`src/rtl/bus_mux_arb_pkg.sv`:
```
// Shared codes and types for the bus source selector / arbiter.
package bus_mux_arb_pkg;

  localparam int SEL_IDLE   = 0;
  localparam int ARB_DIRECT = 0;
  localparam int ARB_RR     = 1;

  typedef enum logic {
    ST_IDLE  = 1'b0,
    ST_GRANT = 1'b1
  } arb_state_t;

  // Hold counter width: enough to reach MAX_HOLD, never narrower than one bit.
  function automatic int hold_width(input int max_hold);
    int w;
    w = $clog2(max_hold + 1);
    return (w < 1) ? 1 : w;
  endfunction

endpackage

```
`src/rtl/bus_mux_arb_if.sv`:
```
// Bus-side signal group of bus_mux_arb: sources, select/request inputs and the registered bus.
interface bus_mux_arb_if #(
  parameter int WIDTH = 8,
  parameter int NSRC  = 15,
  parameter int SEL_W = 4
);

  logic [NSRC*WIDTH-1:0] src_data;
  logic [SEL_W-1:0]      sel;
  logic                  sel_valid;
  logic [NSRC-1:0]       req;
  logic [NSRC-1:0]       gnt;
  logic [WIDTH-1:0]      bus_data;
  logic                  bus_valid;
  logic [SEL_W-1:0]      bus_owner;
  logic                  sel_err;

  modport master (
    output src_data, sel, sel_valid, req,
    input  gnt, bus_data, bus_valid, bus_owner, sel_err
  );

  modport slave (
    input  src_data, sel, sel_valid, req,
    output gnt, bus_data, bus_valid, bus_owner, sel_err
  );

endinterface

```
`src/rtl/bus_mux_arb_rr_pick.sv`:
```
// Round-robin picker: first request bit at or above rr_ptr (wrapping), ignoring excluded bits.
module bus_mux_arb_rr_pick
  import bus_mux_arb_pkg::*;
#(
  parameter int NSRC  = 15,
  parameter int SEL_W = 4
) (
  input  logic [NSRC-1:0]  req,
  input  logic [SEL_W-1:0] rr_ptr,
  input  logic [NSRC-1:0]  excl,
  output logic             found,
  output logic [SEL_W-1:0] idx
);

  logic [NSRC-1:0] cand;
  logic [NSRC-1:0] rot;

  assign cand = req & ~excl;
  // Rotating the doubled vector puts bit rr_ptr at position 0, so the scan is a plain priority search.
  assign rot  = NSRC'({cand, cand} >> rr_ptr);

  // Lowest set bit of the rotated vector, mapped back to a source index.
  always_comb begin
    int unsigned pos;
    found = 1'b0;
    idx   = '0;
    pos   = 0;
    for (int unsigned i = 0; i < NSRC; i++) begin
      if (!found && rot[i]) begin
        found = 1'b1;
        pos   = 32'(rr_ptr) + i;
        if (pos >= NSRC) pos = pos - NSRC;
        idx   = SEL_W'(pos);
      end
    end
  end

endmodule

```
`src/rtl/bus_mux_arb.sv`:
```
// Registered processor-bus source selector: microcode select (mode 0) or round-robin arbiter (mode 1).
module bus_mux_arb
  import bus_mux_arb_pkg::*;
#(
  parameter int WIDTH    = 8,
  parameter int NSRC     = 15,
  parameter int SEL_W    = 4,
  parameter int ARB_MODE = ARB_DIRECT,
  parameter int MAX_HOLD = 4
) (
  input  logic         clk,
  input  logic         rst,
  bus_mux_arb_if.slave bus
);

  localparam int               NCODE     = 2 ** SEL_W;
  localparam logic [SEL_W-1:0] NSRC_CODE = SEL_W'(NSRC);
  localparam logic [SEL_W-1:0] CODE_IDLE = SEL_W'(SEL_IDLE);
  localparam logic [SEL_W-1:0] LAST_IDX  = SEL_W'(NSRC - 1);
  localparam int               HOLD_W    = hold_width(MAX_HOLD);
  localparam logic [HOLD_W-1:0] HOLD_MAX = HOLD_W'(MAX_HOLD);

  if (NSRC < 2 || NSRC > NCODE - 1) begin : g_bad_nsrc
    $error("bus_mux_arb: NSRC must be in 2..2**SEL_W-1");
  end
  if (MAX_HOLD < 1) begin : g_bad_hold
    $error("bus_mux_arb: MAX_HOLD must be >= 1");
  end
  if (ARB_MODE != ARB_DIRECT && ARB_MODE != ARB_RR) begin : g_bad_mode
    $error("bus_mux_arb: ARB_MODE must be 0 or 1");
  end

  // Sources unpacked and padded to the full code space so any SEL_W-wide index is in range.
  logic [WIDTH-1:0] src_arr [NCODE];

  for (genvar g = 0; g < NCODE; g++) begin : g_src
    if (g < NSRC) begin : g_used
      assign src_arr[g] = bus.src_data[g*WIDTH +: WIDTH];
    end else begin : g_pad
      assign src_arr[g] = '0;
    end
  end

  logic [WIDTH-1:0] data_q,  data_d;
  logic             valid_q, valid_d;
  logic [SEL_W-1:0] owner_q, owner_d;
  logic [NSRC-1:0]  gnt_q,   gnt_d;
  logic             err_q,   err_d;

  // Output registers shared by both modes.
  always_ff @(posedge clk or posedge rst) begin
    if (rst) begin
      data_q  <= '0;
      valid_q <= 1'b0;
      owner_q <= '0;
      gnt_q   <= '0;
      err_q   <= 1'b0;
    end else begin
      data_q  <= data_d;
      valid_q <= valid_d;
      owner_q <= owner_d;
      gnt_q   <= gnt_d;
      err_q   <= err_d;
    end
  end

  assign bus.bus_data  = data_q;
  assign bus.bus_valid = valid_q;
  assign bus.bus_owner = owner_q;
  assign bus.gnt       = gnt_q;
  assign bus.sel_err   = err_q;

  if (ARB_MODE == ARB_DIRECT) begin : g_direct

    // Microcode select: load on a legal code, flag out-of-range codes, otherwise hold data.
    always_comb begin
      data_d  = data_q;
      valid_d = 1'b0;
      owner_d = owner_q;
      gnt_d   = '0;
      err_d   = 1'b0;
      if (bus.sel_valid) begin
        owner_d = CODE_IDLE;
        if (bus.sel != CODE_IDLE) begin
          if (bus.sel <= NSRC_CODE) begin
            data_d  = src_arr[bus.sel - SEL_W'(1)];
            valid_d = 1'b1;
            owner_d = bus.sel;
          end else begin
            err_d = 1'b1;
          end
        end
      end
    end

  end else begin : g_rr

    arb_state_t        state_q, state_d;
    logic [SEL_W-1:0]  ptr_q, ptr_d;
    logic [HOLD_W-1:0] hold_q, hold_d;
    logic [SEL_W-1:0]  cur_idx;
    logic [SEL_W-1:0]  nxt_ptr;
    logic [SEL_W-1:0]  pick_ptr;
    logic              pick_found;
    logic [SEL_W-1:0]  pick_idx;
    logic              release_bus;

    // The current owner index is recovered from the registered owner code rather than stored twice.
    assign cur_idx  = owner_q - SEL_W'(1);
    assign nxt_ptr  = (cur_idx == LAST_IDX) ? '0 : cur_idx + SEL_W'(1);
    // On a release the search already starts past the outgoing owner, so the handover needs no dead cycle.
    assign pick_ptr = (state_q == ST_GRANT) ? nxt_ptr : ptr_q;

    bus_mux_arb_rr_pick #(
      .NSRC  (NSRC),
      .SEL_W (SEL_W)
    ) u_pick (
      .req    (bus.req),
      .rr_ptr (pick_ptr),
      .excl   (gnt_q),
      .found  (pick_found),
      .idx    (pick_idx)
    );

    // Arbiter state, round-robin pointer and hold counter.
    always_ff @(posedge clk or posedge rst) begin
      if (rst) begin
        state_q <= ST_IDLE;
        ptr_q   <= '0;
        hold_q  <= '0;
      end else begin
        state_q <= state_d;
        ptr_q   <= ptr_d;
        hold_q  <= hold_d;
      end
    end

    // Grant decision: new grant from IDLE, release/handover or continued hold in GRANT.
    always_comb begin
      state_d     = state_q;
      ptr_d       = ptr_q;
      hold_d      = hold_q;
      data_d      = data_q;
      valid_d     = 1'b0;
      owner_d     = owner_q;
      gnt_d       = gnt_q;
      err_d       = 1'b0;
      release_bus = 1'b0;
      case (state_q)
        ST_IDLE: begin
          gnt_d   = '0;
          owner_d = CODE_IDLE;
          if (pick_found) begin
            state_d = ST_GRANT;
            gnt_d   = NSRC'(1) << pick_idx;
            owner_d = pick_idx + SEL_W'(1);
            data_d  = src_arr[pick_idx];
            valid_d = 1'b1;
            hold_d  = HOLD_W'(1);
          end
        end
        ST_GRANT: begin
          release_bus = ((bus.req & gnt_q) == '0) || (hold_q == HOLD_MAX);
          if (release_bus) begin
            ptr_d = nxt_ptr;
            if (pick_found) begin
              gnt_d   = NSRC'(1) << pick_idx;
              owner_d = pick_idx + SEL_W'(1);
              data_d  = src_arr[pick_idx];
              valid_d = 1'b1;
              hold_d  = HOLD_W'(1);
            end else begin
              state_d = ST_IDLE;
              gnt_d   = '0;
              owner_d = CODE_IDLE;
              hold_d  = '0;
            end
          end else begin
            data_d  = src_arr[cur_idx];
            valid_d = 1'b1;
            hold_d  = hold_q + HOLD_W'(1);
          end
        end
        default: begin
          state_d = ST_IDLE;
          gnt_d   = '0;
          owner_d = CODE_IDLE;
        end
      endcase
    end

  end

endmodule

```
`src/flat_wrapper.sv`:
```
// flat-port wrapper written by rule: the top's interface ports become plain ports
module bus_mux_arb_flat import bus_mux_arb_pkg::*;
#(
  parameter int WIDTH    = 8,
  parameter int NSRC     = 15,
  parameter int SEL_W    = 4,
  parameter int ARB_MODE = ARB_DIRECT,
  parameter int MAX_HOLD = 4
)
  (clk, rst, bus_src_data, bus_sel, bus_sel_valid, bus_req, bus_gnt, bus_bus_data, bus_bus_valid, bus_bus_owner, bus_sel_err);
  bus_mux_arb_if #(.WIDTH(WIDTH), .NSRC(NSRC), .SEL_W(SEL_W)) bus_i ();
  input  logic clk;
  input  logic rst;
  input wire logic [$bits(bus_i.src_data)-1:0] bus_src_data;
  input wire logic [$bits(bus_i.sel)-1:0] bus_sel;
  input wire logic [$bits(bus_i.sel_valid)-1:0] bus_sel_valid;
  input wire logic [$bits(bus_i.req)-1:0] bus_req;
  output wire logic [$bits(bus_i.gnt)-1:0] bus_gnt;
  output wire logic [$bits(bus_i.bus_data)-1:0] bus_bus_data;
  output wire logic [$bits(bus_i.bus_valid)-1:0] bus_bus_valid;
  output wire logic [$bits(bus_i.bus_owner)-1:0] bus_bus_owner;
  output wire logic [$bits(bus_i.sel_err)-1:0] bus_sel_err;
  assign bus_i.src_data = bus_src_data;
  assign bus_i.sel = bus_sel;
  assign bus_i.sel_valid = bus_sel_valid;
  assign bus_i.req = bus_req;
  assign bus_gnt = bus_i.gnt;
  assign bus_bus_data = bus_i.bus_data;
  assign bus_bus_valid = bus_i.bus_valid;
  assign bus_bus_owner = bus_i.bus_owner;
  assign bus_sel_err = bus_i.sel_err;
  bus_mux_arb #(.WIDTH(WIDTH), .NSRC(NSRC), .SEL_W(SEL_W), .ARB_MODE(ARB_MODE), .MAX_HOLD(MAX_HOLD)) u_core (.clk(clk), .rst(rst), .bus(bus_i));
endmodule
```
`config.mk`:
```
export PLATFORM = sky130hd
export DESIGN_NAME = bus_mux_arb_flat
export DESIGN_NICKNAME = d
export VERILOG_FILES = /design/src/rtl/bus_mux_arb_pkg.sv /design/src/rtl/bus_mux_arb_if.sv /design/src/rtl/bus_mux_arb_rr_pick.sv /design/src/rtl/bus_mux_arb.sv /design/src/flat_wrapper.sv
export SDC_FILE = /design/constraint.sdc
export NUM_CORES = 1
export LEC_CHECK = 0
export CAP_MARGIN = 20
export CORE_MARGIN = 4
export CORE_UTILIZATION = 25
export DETAILED_ROUTE_END_ITERATION = 16
export PLACE_DENSITY = 0.74
export SETUP_SLACK_MARGIN = 0.2
export SYNTH_ARGS = -nofsm -noshare
export SYNTH_HDL_FRONTEND = slang
export SYNTH_HIERARCHICAL = 1
export SYNTH_SLANG_ARGS = --single-unit
```
`constraint.sdc`:
```
create_clock -name clk -period 0.8 [get_ports clk]
set_clock_uncertainty 0.2 [all_clocks]
set_input_delay 0.08 -clock clk [delete_from_list [all_inputs] [get_ports clk]]
set_output_delay 0.08 -clock clk [all_outputs]
set_load 0.01 [all_outputs]
```
==> results of run 1 <==
## area by class of cell
class / count / area share (%)
well taps: 77 / 2.60
flip-flops and latches: 13 / 8.77
repair buffers: 185 / 51.4
inverters: 5 / 0.844
multi-input cells: 119 / 35.1
clock buffers: 4 / 1.21
## layer usage
| metal | track usage, % | part of all wire, % | vias up |
|---|---|---|---|
| met5 | 0 | 0 | - |
| li1 | - | - | 908 |
| met3 | 5.07 | 9.7 | 4 |
| met1 | 17.3 | 33 | 934 |
| met4 | 1.76 | 0.56 | 0 |
| met2 | 33.8 | 56 | 100 |
## where the power goes
part / switching, mW / total, mW / internal (mW)
Sequential: 0.0641 / 0.822 / 0.758
Clock: 0.247 / 0.599 / 0.351
Combinational: 0.809 / 2.42 / 1.61
## kinds of logic (layout without fill, tap and decap cells)
logic type / count (synthesis) / count (layout) / synth area share (%)
AO/OA/AOI/OAI: 27 / 27 / 12.1
XOR/XNOR: 3 / 3 / 2.49
adder cells (fa/ha/maj): 2 / 2 / 1.51
buffers and inverters: 34 / 194 / 13.3
flip-flops: 13 / 13 / 19.6
multiplexers: 34 / 34 / 39.4
other: 1 / 16 / 0.226
AND/OR/NAND/NOR: 37 / 37 / 11.3
## worst register-to-register path, delay by kind of cell (launching register included)
| kind | cells | cell delay (ps) |
|---|---|---|
| DFF | 1 | 410 |
| buffers and inverters | 1 | 120 |
| muxes | 1 | 260 |
## through the flow
stage               instances  TNS (ps)  setup slack (ps)  instance area (um2)  power (mW)
finish                    403    -10410              -781                 3710        3.84
global route              403    -11300              -841                 3710        4.08
CTS                       400    -10440              -800                 3600        3.75
detailed placement        382    -20840             -1570                 3310        2.88
global placement          382    -20530             -1580                 3310        2.85
floorplan                 166    -12350             -1300                 1800        1.78
## what timing repair did
item / 4_1_cts / 5_1_grt
pin swaps: 17 / 15
gates cloned: 3 / 0
setup endpoints to repair: 26 / 26
buffers inserted: 11 / 3
hold endpoints to repair: 14 / 14
resized for setup: 102 / 17
## sequential cells by signal (all words and copies together) (netlist names)
| signal | flops |
|---|---|
| u_core/bus.bus_valid | 1 |
| u_core/bus.bus_owner | 4 |
| u_core/bus.bus_data | 8 |
## how the worst min path moves through the flow
stage	startpoint	endpoint	slack, ps	cells after the start
after floorplan	rst	u_core/bus.bus_data[0]	-240	1
after global placement	rst	u_core/bus.bus_valid	200	3
after detailed placement	rst	u_core/bus.bus_owner[0]	200	3
after CTS	bus_sel[1]	u_core/bus.bus_owner[1]	-140	3
after global routing	bus_sel[1]	u_core/bus.bus_owner[1]	-140	3
final	bus_sel[1]	u_core/bus.bus_owner[1]	-130	3
## placed cells by master, fill, tap and decap left out, types with 2 or more instances in the layout
master / count
a221oi_2: 6
a31oi_1: 8
buf_12: 8
buf_2: 7
buf_4: 27
buf_6: 15
clkbuf_8: 3
clkdlybuf4s50_1: 121
conb_1: 16
dfrtp_1: 13
dlygate4sd2_1: 2
ha_4: 2
inv_1: 3
mux2_2: 8
mux2_4: 2
mux4_2: 24
nand2_2: 2
nor2_1: 16
o211ai_1: 8
o21ai_1: 2
or2_0: 3
or2_4: 5
or3_1: 7
==> results.json, run 1 <==
{
  "hold_path_class": "in -> reg",
  "hold_viol": 14,
  "power_density_nw_per_um2": 1030,
  "syn_inst": 151,
  "crit_cells": 8,
  "cap_viol_max_count": 0,
  "layout-drive-gt1-share_pct": 38.0,
  "worstSetupEndpoint": "u_core/bus.bus_data[4]",
  "crit-reg2reg-capture": "u_core/bus.bus_owner[2]",
  "cp_slowest_stage_delay_ps": 330,
  "setup.worst_path.end_class": "register",
  "mappedNetlistArea_um2": 1660,
  "failing_checks": "negative hold slack, negative setup slack",
  "fraction_of_registers_with_async_set_reset_pct": 100,
  "yosys_register_bits": 13,
  "cts_tree": "yes",
  "antenna_found_initial": 0,
  "antennaDiodeCount": 0,
  "synth-warning-count": 6,
  "core.rowCount": 29,
  "grt_pass1_wl_mm": 10.1,
  "clock_sink_count": 13,
  "fin_crit_sh_pct": 198,
  "rsz0062_at_grt": "true",
  "setup_ws_post_layout_ps": -781,
  "n_fill_cell": 558,
  "std_cell_core_area_um2": 6390,
  "worst_r2r_startpoint": "u_core/bus.bus_owner[2]",
  "highest_achievable_clock_rate_mhz": 632,
  "crit_chain": "buf_12 > inv_8 > ha_4 > buf_12 > mux4_2 > or2_4 > o211ai_1 > a31oi_1",
  "synth_area_per_cell_um2": 11.0,
  "vdd.ir_drop.worst_uv": 686,
  "drc": 0,
  "setup.reg_to_reg.worst_slack_ps": -300,
  "route.detailed.wl_per_inst_um": 17.1,
  "post-route-min-period_ps": 1580,
  "place.detailed.hpwl_mm": 5.63,
  "reg2reg_depth": 2,
  "design.portCount": 171,
  "most_common_flop_cell_mapped_by_yosys": "dfrtp_1",
  "finalSetupViolCount": 26,
  "library_cell_with_the_largest_summed_area_after_synthesis": "mux4_2",
  "initial_core_util_pct": 26.0,
  "maximum_net_fanout_on_the_critical_path": 8,
  "cts_h_tree_depth": 1,
  "vias_in_the_first_global_route": 2082,
  "remaining_overflow_grt": 0,
  "cp.arrival_ps": 1500,
  "post-synth-top-area-fraction_pct": 32.6,
  "num_vias": 1946,
  "synth_top_cells_by_count": "24 x mux4_2, 17 x buf_4, 17 x nor2_1",
  "synth.most_common_cell": "mux4_2",
  "critPathRequiredTime_ps": 710,
  "cts_buffers": 3,
  "crit_slowest_cell": "ha_4",
  "post-route-util_pct": 58.1,
  "ant_nets": 0,
  "die_width_um": 89.5,
  "multi_input_area_um2": 1300,
  "count_of_cell_types_in_the_netlist": 25,
  "top_family_by_delay_on_critical_path": "adder cells",
  "firstDrtPassIters": 4,
  "final_nets": 471,
  "critical_path.startpoint": "bus_sel[0]",
  "power.static_leakage_nw": 1.49,
  "floorplan.die_area_um2": 8000,
  "fp.dieH_um": 89.5,
  "synth_edf_count": 0,
  "startpoint_type": "input pin",
  "cp_common_cell": "buf_12",
  "area_growth_pct": 123,
  "worstPathBufferInverterCount": 3,
  "synth.top_cells.by_area": "mux4_2 33%, dfrtp_1 20%, buf_4 7.7%",
  "grt_max_degree": 14,
  "track_usage_pct": 16.8,
  "crit_type": "in -> reg",
  "gpl.final_weighted_congestion": 0.740,
  "synth.yosys.seq_area_share_pct": 19.6,
  "outcome": "finished with violations",
  "drt_iter0_markers": 38,
  "seq_area_um2": 325,
  "clk-insertion-delay-late_ps": 240,
  "clkTransAtPathRegs_ps": 60,
  "final_max_slew_viol_count": 0,
  "finalWirelength_mm": 6.91,
  "vias_per_cell": 4.83,
  "ctsLongestPathBuffers": 2,
  "cts-root-buf": "clkbuf_8",
  "port_buffers": 139,
  "fin_worst_hold_slack_ps": -135
}
Power figures use the tool's default switching activity.
==> run 2: changes to the inputs <==
--- a/config.mk
+++ b/config.mk
@@ -8,6 +8,7 @@
 export CAP_MARGIN = 20
 export CORE_MARGIN = 4
 export CORE_UTILIZATION = 25
+export CTS_CLUSTER_SIZE = 40
 export DETAILED_ROUTE_END_ITERATION = 16
 export PLACE_DENSITY = 0.74
 export SETUP_SLACK_MARGIN = 0.2
==> results of run 2 <==
Final layout, timing and power as in run 1 (identical DEF).
==> run 3: changes to the inputs <==
==> constraint.sdc (replaced) <==
create_clock -name clk -period 1.4 [get_ports clk]
set_clock_uncertainty 0.2 [all_clocks]
set_input_delay 0.14 -clock clk [delete_from_list [all_inputs] [get_ports clk]]
set_output_delay 0.14 -clock clk [all_outputs]
set_load 0.01 [all_outputs]
==> results.json, run 3 (synthesis results as in run 1) <==
{
  "outcome": "finished with violations",
  "failing_checks": "negative hold slack, negative setup slack",
  "fp.dieH_um": 89.5,
  "design.portCount": 171,
  "top_family_by_delay_on_critical_path": "buffers and inverters",
  "route.detailed.wl_per_inst_um": 17.2,
  "power.static_leakage_nw": 1.45,
  "clock_sink_count": 13,
  "num_vias": 1902,
  "drc": 0,
  "crit_chain": "buf_12 > inv_6 > ha_4 > buf_12 > buf_12 > buf_6 > mux4_2 > o211ai_1 > a31oi_1",
  "holdBufCountCts": 0,
  "ctsLongestPathBuffers": 2,
  "cp_common_cell": "buf_12",
  "std_cell_core_area_um2": 6390,
  "fin_worst_hold_slack_ps": -9.26,
  "vdd.ir_drop.worst_uv": 635,
  "finalSetupViolCount": 8,
  "die_width_um": 89.5,
  "crit_type": "in -> reg",
  "maximum_net_fanout_on_the_critical_path": 6,
  "vias_in_the_first_global_route": 2165,
  "seq_area_um2": 325,
  "area_growth_pct": 118,
  "post-route-min-period_ps": 1660,
  "clkTransAtPathRegs_ps": 50,
  "grt_pass1_wl_mm": 10.0,
  "grt_max_degree": 17,
  "remaining_overflow_grt": 0,
  "placed_cells_incl_taps": 381,
  "place.detailed.hpwl_mm": 5.68,
  "worstPathBufferInverterCount": 5,
  "final_nets": 466,
  "antennaDiodeCount": 0,
  "timing.setup.tns_ps": -1660,
  "post-route-util_pct": 56.7,
  "cts_h_tree_depth": 1,
  "cts_tree": "yes",
  "port_buffers": 139,
  "max_reg_flops": 8,
  "cap_viol_max_count": 0,
  "cp_slowest_stage_delay_ps": 280,
  "layout-drive-gt1-share_pct": 37.1,
  "hold_viol": 13,
  "rsz0062_at_grt": "true",
  "track_usage_pct": 16.4,
  "gpl.final_weighted_congestion": 0.746,
  "mostFrequentLayoutCells": "121 x clkdlybuf4s50_1, 24 x mux4_2, 23 x buf_4",
  "cts_buffers": 3,
  "antenna_found_initial": 0,
  "final_max_slew_viol_count": 0,
  "multi_input_area_um2": 1300,
  "power_density_nw_per_um2": 578,
  "setup.worst_path.end_class": "register",
  "fin_crit_sh_pct": 119,
  "cts-root-buf": "clkbuf_8",
  "n_fill_cell": 561,
  "initial_core_util_pct": 26.0,
  "finalWirelength_mm": 6.85,
  "setup_ws_post_layout_ps": -263,
  "critPathRequiredTime_ps": 1310,
  "core.rowCount": 29,
  "firstDrtPassIters": 4,
  "clk-insertion-delay-late_ps": 250,
  "vias_per_cell": 4.78,
  "drt_iter0_markers": 31,
  "stdcell_count": 398,
  "power.total_mw": 2.09,
  "final_common_cell": "clkdlybuf4s50_1",
  "startpoint_type": "input pin",
  "ant_nets": 0,
  "crit_slowest_cell": "mux4_2",
  "hold_path_class": "in -> async",
  "cp.arrival_ps": 1580,
  "highest_achievable_clock_rate_mhz": 601,
  "floorplan.die_area_um2": 8000,
  "dp_worst_setup_slack_ps": -1130
}
==> run 3: changes by cell type in the layout (fill, tap and decap cells not counted), sizes merged <==
cell / change
buf: -7
clkbuf: +2
==> run 3: through the flow <==
step | hold slack, ps | area [um2]
after CTS | 1.40 | 3600
after detailed placement | 260 | 3290
after global routing | 38.3 | 3620
after global placement | 253 | 3290
final | -9.26 | 3620
after floorplan | -183 | 1800
==> run 3: what timing repair did <==
item,in CTS,in global routing
endpoints found under the setup margin,24,14
pin swaps,22,12
gates cloned,3,0
buffers inserted,10,0
gates resized for setup,88,18
==> run 3: layer usage <==
metal	vias up	GRT usage (%)	wire (um)	share of wire [%]
li1	897	-	-	-
met1	900	18.0	2400	35
met2	101	32.8	3820	56
met3	4	3.59	586	8.6
met4	0	1.89	41	0.60
met5	-	0	0	0
==> run 3: layout make-up <==
class,count,area share (%)
sequential,13,8.99
tap,77,2.66
inverter,5,0.726
clock buffer,4,1.24
timing repair buffer,180,50.4
multi-input combinational,119,36.0
==> run 3: path summary, 6_finish.rpt <==
path                                         start  slack, ps  cells after the start                      end
setup reg to reg            u_core/bus.bus_data[4]        410                      3   u_core/bus.bus_data[4]
hold reg to reg            u_core/bus.bus_owner[0]        310                      2  u_core/bus.bus_owner[0]
setup / recovery                        bus_sel[0]       -260                      9   u_core/bus.bus_data[5]
min in group clk                        bus_sel[1]         20                      4  u_core/bus.bus_owner[1]
max in group asynchronous                      rst        850                      3   u_core/bus.bus_data[4]
hold / removal                                 rst         -9                      3   u_core/bus.bus_data[6]
==> run 3: power by group <==
part | switching [mW] | internal (mW) | leakage [nW] | total (mW)
logic | 0.450 | 0.835 | 1.28 | 1.28
registers | 0.0337 | 0.433 | 0.150 | 0.467
clock network | 0.138 | 0.201 | 0.0228 | 0.340
==> run 3: worst reg2reg max path, delay by kind of cell, from the launching register on <==
kind                   cells  cell delay, ps
flip-flops                 1             380
AND/OR/NAND/NOR            1             100
buffers and inverters      1             130
AO/OA/AOI/OAI              1              40
